## config.mk

```make
export PLATFORM = sky130hd
export DESIGN_NAME = lane_scroller_flat
export DESIGN_NICKNAME = d
export VERILOG_FILES = /design/src/rtl/game_pkg.sv /design/src/rtl/lane_scroller_if.sv /design/src/rtl/lane_scroller_lane_unit.sv /design/src/rtl/lane_scroller.sv /design/src/flat_wrapper.sv
export SDC_FILE = /design/constraint.sdc
export NUM_CORES = 1
export LEC_CHECK = 0
export ABC_AREA = 0
export CAP_MARGIN = 5
export CORE_MARGIN = 2
export CORE_UTILIZATION = 55
export DETAILED_ROUTE_END_ITERATION = 8
export PLACE_DENSITY_LB_ADDON = 0.05
export SKIP_CTS_REPAIR_TIMING = 1
export SYNTH_ARGS = -nofsm -noshare
export SYNTH_HDL_FRONTEND = slang
export SYNTH_HIERARCHICAL = 1
export SYNTH_SLANG_ARGS = --single-unit
```

## constraint.sdc

```tcl
create_clock -name clk -period 4.85 [get_ports clk]
set_input_delay 0.7275 -clock clk [delete_from_list [all_inputs] [get_ports clk]]
set_output_delay 0.7275 -clock clk [all_outputs]
set_load 0.01 [all_outputs]
```

## src/rtl/game_pkg.sv

```systemverilog
// Shared geometry constants and helpers for the lane-crossing game.
package game_pkg;

    localparam int unsigned SCREEN_W    = 32'd640;
    localparam int unsigned LANE_Y0     = 32'd64;
    localparam int unsigned LANE_H_LOG2 = 32'd5;
    localparam int unsigned BAR_W       = 32'd64;
    localparam int unsigned SPACING     = 32'd80;
    localparam int unsigned LEVEL_CAP   = 32'd11;

    // Starting x of lane i: lanes are staggered by a fixed spacing and wrapped.
    function automatic int unsigned lane_init(
        input int unsigned i,
        input int unsigned spacing  = SPACING,
        input int unsigned screen_w = SCREEN_W
    );
        return (i * spacing) % screen_w;
    endfunction

endpackage

```

## src/rtl/lane_scroller_if.sv

```systemverilog
// Bundle between the player/level logic, the lane engine and its consumers.
interface lane_scroller_if #(
    parameter int unsigned NUM_LANES = 32'd8,
    parameter int unsigned POS_W     = 32'd10,
    parameter int unsigned LEVEL_W   = 32'd10
);
    localparam int unsigned IDX_W = (NUM_LANES > 32'd1) ? $clog2(NUM_LANES) : 32'd1;

    logic                         tick;
    logic                         pause;
    logic [LEVEL_W-1:0]           level;
    logic [POS_W-1:0]             player_h;
    logic [POS_W-1:0]             player_v;
    logic [NUM_LANES*POS_W-1:0]   lane_pos;
    logic [NUM_LANES-1:0]         lane_dir;
    logic                         hit;
    logic [IDX_W-1:0]             hit_lane;
    logic                         level_ack;

    // Game logic side: drives movement/level/player, observes obstacles.
    modport master (
        output tick, pause, level, player_h, player_v,
        input  lane_pos, lane_dir, hit, hit_lane, level_ack
    );

    // Lane engine side.
    modport slave (
        input  tick, pause, level, player_h, player_v,
        output lane_pos, lane_dir, hit, hit_lane, level_ack
    );

endinterface

```

## src/rtl/lane_scroller_lane_unit.sv

```systemverilog
// One obstacle lane: fractional-speed position, wrap, reload and overlap test.
module lane_unit #(
    parameter int unsigned IDX       = 32'd0,
    parameter int unsigned POS_W     = 32'd10,
    parameter int unsigned LEVEL_W   = 32'd10,
    parameter int unsigned FRAC_W    = 32'd4,
    parameter int unsigned SCREEN_W  = game_pkg::SCREEN_W,
    parameter int unsigned BAR_W     = game_pkg::BAR_W,
    parameter int unsigned LEVEL_CAP = game_pkg::LEVEL_CAP,
    parameter int unsigned SPACING   = game_pkg::SPACING,
    parameter bit          DIR_LEFT  = 1'b0
) (
    input  logic               clk,
    input  logic               reset,
    input  logic               i_move,
    input  logic               i_reload,
    input  logic [LEVEL_W-1:0] i_level,
    input  logic [POS_W-1:0]   i_player_h,
    output logic [POS_W-1:0]   o_pos,
    output logic               o_overlap
);
    import game_pkg::*;

    localparam logic [POS_W-1:0]   INIT_POS   = POS_W'(lane_init(IDX, SPACING, SCREEN_W));
    localparam logic [POS_W-1:0]   MAX_POS    = POS_W'(SCREEN_W - 32'd1);
    localparam logic [POS_W-1:0]   ONE_POS    = POS_W'(32'd1);
    localparam logic [FRAC_W:0]    LANE_OFS   = (FRAC_W+1)'((IDX % 32'd4) + 32'd1);
    localparam logic [LEVEL_W-1:0] CAP_LVL    = LEVEL_W'(LEVEL_CAP);
    localparam logic [POS_W:0]     SCREEN_EXT = (POS_W+1)'(SCREEN_W);
    localparam logic [POS_W:0]     BAR_EXT    = (POS_W+1)'(BAR_W);

    logic [POS_W-1:0]   r_pos;
    logic [FRAC_W-1:0]  r_acc;
    logic [LEVEL_W-1:0] w_lvl_clamp;
    logic [FRAC_W:0]    w_rate;
    logic [FRAC_W:0]    w_sum;
    logic [POS_W-1:0]   w_pos_step;
    logic [POS_W:0]     w_h_ext;
    logic [POS_W:0]     w_pos_ext;
    logic [POS_W:0]     w_dist;

    // Speed: clamped level plus a per-lane offset, accumulated as a fraction.
    always_comb begin
        w_lvl_clamp = (i_level > CAP_LVL) ? CAP_LVL : i_level;
        w_rate      = (FRAC_W+1)'(w_lvl_clamp) + LANE_OFS;
        w_sum       = {1'b0, r_acc} + w_rate;
    end

    // One-pixel step in this lane's direction, wrapping at the screen edges.
    always_comb begin
        w_pos_step = r_pos;
        if (DIR_LEFT) begin
            if (r_pos == '0) begin
                w_pos_step = MAX_POS;
            end else begin
                w_pos_step = r_pos - ONE_POS;
            end
        end else begin
            if (r_pos >= MAX_POS) begin
                w_pos_step = '0;
            end else begin
                w_pos_step = r_pos + ONE_POS;
            end
        end
    end

    // Lane state: reload wins over motion; a carry out of the accumulator moves 1 px.
    always_ff @(posedge clk or posedge reset) begin
        if (reset) begin
            r_pos <= INIT_POS;
            r_acc <= '0;
        end else if (i_reload) begin
            r_pos <= INIT_POS;
            r_acc <= '0;
        end else if (i_move) begin
            r_acc <= w_sum[FRAC_W-1:0];
            if (w_sum[FRAC_W]) begin
                r_pos <= w_pos_step;
            end
        end
    end

    // Horizontal overlap with wrap-around distance, from the current position.
    always_comb begin
        w_h_ext   = {1'b0, i_player_h};
        w_pos_ext = {1'b0, r_pos};
        if (i_player_h >= r_pos) begin
            w_dist = w_h_ext - w_pos_ext;
        end else begin
            w_dist = w_h_ext + SCREEN_EXT - w_pos_ext;
        end
        o_overlap = (w_h_ext < SCREEN_EXT) && (w_dist < BAR_EXT);
    end

    assign o_pos = r_pos;

endmodule

```

## src/rtl/lane_scroller.sv

```systemverilog
// Obstacle-lane engine: NUM_LANES scrolling lanes, level reload, registered hit.
module lane_scroller #(
    parameter int unsigned NUM_LANES   = 32'd8,
    parameter int unsigned POS_W       = 32'd10,
    parameter int unsigned LEVEL_W     = 32'd10,
    parameter int unsigned SCREEN_W    = game_pkg::SCREEN_W,
    parameter int unsigned BAR_W       = game_pkg::BAR_W,
    parameter int unsigned FRAC_W      = 32'd4,
    parameter int unsigned LEVEL_CAP   = game_pkg::LEVEL_CAP,
    parameter int unsigned SPACING     = game_pkg::SPACING,
    parameter int unsigned LANE_Y0     = game_pkg::LANE_Y0,
    parameter int unsigned LANE_H_LOG2 = game_pkg::LANE_H_LOG2,
    parameter int unsigned ALT_DIR     = 32'd1
) (
    input  logic           clk,
    input  logic           reset,
    lane_scroller_if.slave bus
);
    import game_pkg::*;

    localparam int unsigned    IDX_W  = (NUM_LANES > 32'd1) ? $clog2(NUM_LANES) : 32'd1;
    localparam logic [POS_W-1:0] ROW_Y0 = POS_W'(LANE_Y0);
    localparam logic [POS_W-1:0] ROW_NL = POS_W'(NUM_LANES);

    // Odd lanes scroll left when alternation is enabled.
    function automatic logic [NUM_LANES-1:0] dir_mask();
        logic [NUM_LANES-1:0] m;
        m = '0;
        for (int i = 0; i < int'(NUM_LANES); i++) begin
            m[i] = (ALT_DIR != 32'd0) && ((i % 2) == 1);
        end
        return m;
    endfunction

    localparam logic [NUM_LANES-1:0] DIR_MASK = dir_mask();

    logic [LEVEL_W-1:0]         r_level_q;
    logic                       r_level_ack;
    logic                       r_hit;
    logic [IDX_W-1:0]           r_hit_lane;
    logic                       w_reload;
    logic                       w_move;
    logic [NUM_LANES-1:0]       w_overlap;
    logic [NUM_LANES*POS_W-1:0] w_lane_pos;
    logic [POS_W-1:0]           w_row_off;
    logic [POS_W-1:0]           w_row;
    logic                       w_row_ok;
    logic                       w_hit;

    // A level change reloads all lanes and swallows any coincident tick.
    always_comb begin
        w_reload = (bus.level != r_level_q);
        w_move   = bus.tick & ~bus.pause & ~w_reload;
    end

    // Map player y onto a lane row and pick that lane's overlap flag.
    always_comb begin
        w_row_off = bus.player_v - ROW_Y0;
        w_row     = w_row_off >> LANE_H_LOG2;
        w_row_ok  = (bus.player_v >= ROW_Y0) && (w_row < ROW_NL);
        if (w_row_ok) begin
            w_hit = w_overlap[w_row[IDX_W-1:0]];
        end else begin
            w_hit = 1'b0;
        end
    end

    for (genvar gi = 0; gi < int'(NUM_LANES); gi++) begin : g_lane
        lane_unit #(
            .IDX       (gi),
            .POS_W     (POS_W),
            .LEVEL_W   (LEVEL_W),
            .FRAC_W    (FRAC_W),
            .SCREEN_W  (SCREEN_W),
            .BAR_W     (BAR_W),
            .LEVEL_CAP (LEVEL_CAP),
            .SPACING   (SPACING),
            .DIR_LEFT  (DIR_MASK[gi])
        ) u_lane (
            .clk        (clk),
            .reset      (reset),
            .i_move     (w_move),
            .i_reload   (w_reload),
            .i_level    (bus.level),
            .i_player_h (bus.player_h),
            .o_pos      (w_lane_pos[gi*POS_W +: POS_W]),
            .o_overlap  (w_overlap[gi])
        );
    end

    // Level tracking, reload acknowledge and registered collision result.
    always_ff @(posedge clk or posedge reset) begin
        if (reset) begin
            r_level_q   <= '0;
            r_level_ack <= 1'b0;
            r_hit       <= 1'b0;
            r_hit_lane  <= '0;
        end else begin
            r_level_ack <= w_reload;
            if (w_reload) begin
                r_level_q <= bus.level;
            end
            r_hit <= w_hit;
            if (w_hit) begin
                r_hit_lane <= w_row[IDX_W-1:0];
            end
        end
    end

    assign bus.lane_pos  = w_lane_pos;
    assign bus.lane_dir  = DIR_MASK;
    assign bus.hit       = r_hit;
    assign bus.hit_lane  = r_hit_lane;
    assign bus.level_ack = r_level_ack;

endmodule

```

## src/flat_wrapper.sv

```systemverilog
// flat-port wrapper written by rule: the top's interface ports become plain ports
module lane_scroller_flat import game_pkg::*;
#(
    parameter int unsigned NUM_LANES   = 32'd8,
    parameter int unsigned POS_W       = 32'd10,
    parameter int unsigned LEVEL_W     = 32'd10,
    parameter int unsigned SCREEN_W    = game_pkg::SCREEN_W,
    parameter int unsigned BAR_W       = game_pkg::BAR_W,
    parameter int unsigned FRAC_W      = 32'd4,
    parameter int unsigned LEVEL_CAP   = game_pkg::LEVEL_CAP,
    parameter int unsigned SPACING     = game_pkg::SPACING,
    parameter int unsigned LANE_Y0     = game_pkg::LANE_Y0,
    parameter int unsigned LANE_H_LOG2 = game_pkg::LANE_H_LOG2,
    parameter int unsigned ALT_DIR     = 32'd1
)
  (clk, reset, bus_tick, bus_pause, bus_level, bus_player_h, bus_player_v, bus_lane_pos, bus_lane_dir, bus_hit, bus_hit_lane, bus_level_ack);
  lane_scroller_if #(.NUM_LANES(NUM_LANES), .POS_W(POS_W), .LEVEL_W(LEVEL_W)) bus_i ();
  input  logic clk;
  input  logic reset;
  input wire logic [$bits(bus_i.tick)-1:0] bus_tick;
  input wire logic [$bits(bus_i.pause)-1:0] bus_pause;
  input wire logic [$bits(bus_i.level)-1:0] bus_level;
  input wire logic [$bits(bus_i.player_h)-1:0] bus_player_h;
  input wire logic [$bits(bus_i.player_v)-1:0] bus_player_v;
  output wire logic [$bits(bus_i.lane_pos)-1:0] bus_lane_pos;
  output wire logic [$bits(bus_i.lane_dir)-1:0] bus_lane_dir;
  output wire logic [$bits(bus_i.hit)-1:0] bus_hit;
  output wire logic [$bits(bus_i.hit_lane)-1:0] bus_hit_lane;
  output wire logic [$bits(bus_i.level_ack)-1:0] bus_level_ack;
  assign bus_i.tick = bus_tick;
  assign bus_i.pause = bus_pause;
  assign bus_i.level = bus_level;
  assign bus_i.player_h = bus_player_h;
  assign bus_i.player_v = bus_player_v;
  assign bus_lane_pos = bus_i.lane_pos;
  assign bus_lane_dir = bus_i.lane_dir;
  assign bus_hit = bus_i.hit;
  assign bus_hit_lane = bus_i.hit_lane;
  assign bus_level_ack = bus_i.level_ack;
  lane_scroller #(.NUM_LANES(NUM_LANES), .POS_W(POS_W), .LEVEL_W(LEVEL_W), .SCREEN_W(SCREEN_W), .BAR_W(BAR_W), .FRAC_W(FRAC_W), .LEVEL_CAP(LEVEL_CAP), .SPACING(SPACING), .LANE_Y0(LANE_Y0), .LANE_H_LOG2(LANE_H_LOG2), .ALT_DIR(ALT_DIR)) u_core (.clk(clk), .reset(reset), .bus(bus_i));
endmodule
```

==> results.txt <==
Largest stage delay, worst path = 630 ps
Total GRT Usage = 28.3%
CP endpoint kind = register
Pleak = 7.72 nW
Post-Syn Area per Cell = 8.62 µm²
Chip height = 170 µm
Maximum number of pins on one net before global-route repair = 66
H-Tree Depth = 4
Initial antenna violation count = 1
Max-Slew Margin vs Limit = 49.6%
CTS tree = built
Largest cells by area after synthesis = ha_1, dfrtp_1, fa_1
FP Rows = 60
R2R setup slack = 950 ps
Power per cell area = 179 mW/mm²
Sequential fraction of the synthesis area = 21.2%
Routability cong. = 0.965
Antenna-violating nets left = 0
Vias after detailed routing = 13,403
Placed insts = 2,199
Worst skew pair latency = 430 ps
Delay-heaviest family, CP = compound AO/OA/AOI/OAI gates
Worst path arrival time = 4800 ps
Hold Slack = 526 ps
First drt pass iteration count = 5
Hold WC Path Type = register to register
TritonCTS buffer count = 17
Async S/R FF share, synth = 100%
Dominant cell type by area after synthesis = ha_1
Final hold viol count = 0
Critical path type = input port to register
Non-Filler Instances = 2,233
Fin crit share = 92.6%
Max Transition Viols Final = 0
Status = completed
Vias in the first global route = 13,180
Area grow syn2layout = 15.1%
Post-synth EDFFs = 0
Die width = 170 µm
Dpl hpwl = 30,600 µm
RSZ-0062 raised after global routing = false
Final total power = 3.12 mW
Synth cell types = 115
Final WS setup = 360 ps
Final setup viols = 0
Synth Warn # = 6
Most common cell in the netlist = inv_1
Share of the synthesized area in the top cell type = 18.1%
Setup crit start kind = input port
IO Pins = 127
Synth Register Bits = 127
Top FF cell, synth = dfrtp_1
First DRT Iteration DRCs = 890
Clock Path Buffers = 2
F_max = 223 MHz
Crit path buffers/inverters = 3
Max cap viols = 0
Worst Tran Pin Value = 756 ps
CTS Sinks = 127
IO Port Bufs = 113
Vias per std cell = 6.00
Final nets = 2,186
Worst VDD drop = 0.000136 V
Critical-path maximum fanout = 4
First-pass GRT wire length = 65,300 µm
Root buf cell = clkbuf_16
Slowest-stage cell, CP = clkdlybuf4s50_1
Clk_skew = 12.4 ps
Clock slew at reported path FFs = 60 ps
CP Cell Sequence = clkdlybuf4s50_1 -> buf_4 -> ha_1 -> inv_1 -> fa_1 -> nor3b_1 -> a2bb2oi_1 -> o21ai_0 -> o31ai_1 -> o21ai_0 -> o31ai_1 -> mux4_2 -> nand2b_4 -> nand3_4 -> mux2_4
Required @ worst endpoint = 5160 ps
Synthesized area = 0.0151 mm²
Die ar. = 0.0288 mm²
Wire length per cell = 18.0 µm
Syn Inst Count = 1,753
Fill count = 2,348
Dpl ws = 12.6 ps
Starting Density = 56.1%
Final TNS setup = 0 ps
Min Clock Period, post-route = 4490 ps
Fraction of layout cells with a size suffix above 1 = 8.52%
Core Footprint = 0.0270 mm²
WL final = 40,100 µm
Most instantiated cells after synthesis = inv_1, ha_1, nor2_1, dfrtp_1, a21oi_1
Gr ovfl total = 0
DRC Markers = 0
## layout by cell type (no fill, tap or decap), drive strengths merged, types with 9 or more instances in the layout
cell type,n
inv,248
ha,219
nor2,141
clkdlybuf4s50,112
dfrtp,107
a21oi,97
nand2,93
o21ai,76
fa,56
xnor2,45
nand3,45
mux2i,42
a211oi,35
buf,31
nor3,30
nor4,28
nand4,27
nand2b,27
and3,24
a31oi,23
a21o,22
or2,21
dfstp,20
clkbuf,18
nor2b,17
and2,16
xor2,14
nand3b,14
nor3b,13
a311oi,13
or3,11
o31ai,11
a21boi,11
o2111ai,9
mux2,9
## sequential cells by signal, summed over array words and instances, names as in the netlist
name                        cells
u_core/g_lane.u_lane/o_pos     80
u_core/g_lane.u_lane/r_acc     32
u_core/r_level_q               10
u_core/bus.hit_lane             3
u_core/bus.hit                  1
u_core/bus.level_ack            1
## worst register-to-register path, delay by kind of cell, from the launching register on
kind / cells / cell delay (ps)
AOI/OAI and AO/OA: 4 / 1210
adders and majority gates: 2 / 840
buffers and inverters: 2 / 240
DFF: 1 / 430
muxes: 2 / 680
and+or+nand+nor: 3 / 380
## where the power goes
part	internal [mW]	switching (mW)
Clock	0.831	0.543
Combinational	0.276	0.388
Sequential	1.07	0.0122
Total	2.18	0.943
## metal layers
metal	vias up	GRT usage (%)	part of all wire (%)
met5	-	0	0
met4	0	9.77	2.9
met3	73	4.59	5.4
met2	389	48.7	48
met1	6475	36.2	43
li1	6466	-	-
## worst paths after layout
| path | endpoint | from | cells past startpoint |
|---|---|---|---|
| worst max register to register | u_core/bus.hit_lane[1] | u_core/g_lane[0].u_lane/o_pos[5] | 13 |
| worst min register to register | u_core/g_lane[5].u_lane/r_acc[1] | u_core/g_lane[5].u_lane/r_acc[1] | 2 |
| min in group asynchronous | u_core/g_lane[5].u_lane/o_pos[9] | reset | 2 |
| worst max-delay path | u_core/bus.hit_lane[1] | bus_player_h[1] | 15 |
| max in group asynchronous | u_core/g_lane[1].u_lane/r_acc[0] | reset | 2 |
| worst min-delay path | u_core/g_lane[5].u_lane/r_acc[1] | u_core/g_lane[5].u_lane/r_acc[1] | 2 |
## kinds of logic after synthesis
group | count (synthesis) | synth area share (%)
buffers and inverters | 289 | 7.46
adder cells (fa/ha/maj) | 275 | 25.5
XOR/XNOR | 59 | 3.47
multiplexers | 52 | 3.65
AO/OA/AOI/OAI | 406 | 19.2
other | 2 | 0.0497
AND/OR/NAND/NOR | 543 | 19.5
flip-flops | 127 | 21.2
## final cells by class
class	count	area [µm²]	share of cell area, %
antenna	2	5.00	0.0288
sequential	127	3200	18.4
timing repair buffer	143	1410	8.12
inverter	245	920	5.28
clock inverter	14	183	1.05
tap	341	427	2.45
clock buffer	18	439	2.52
multi-input combinational	1343	10800	62.1
## stage by stage
stage          instance area [µm²]  utilization, %
2_1_floorplan                15100               -
3_3_place_gp                 16800            62.2
3_5_place_dp                 16800            62.2
4_1_cts                      17400            64.6
5_1_grt                      17400            64.6
6_report                     17400            64.6
No activity file was read; power rests on OpenSTA's default activity.
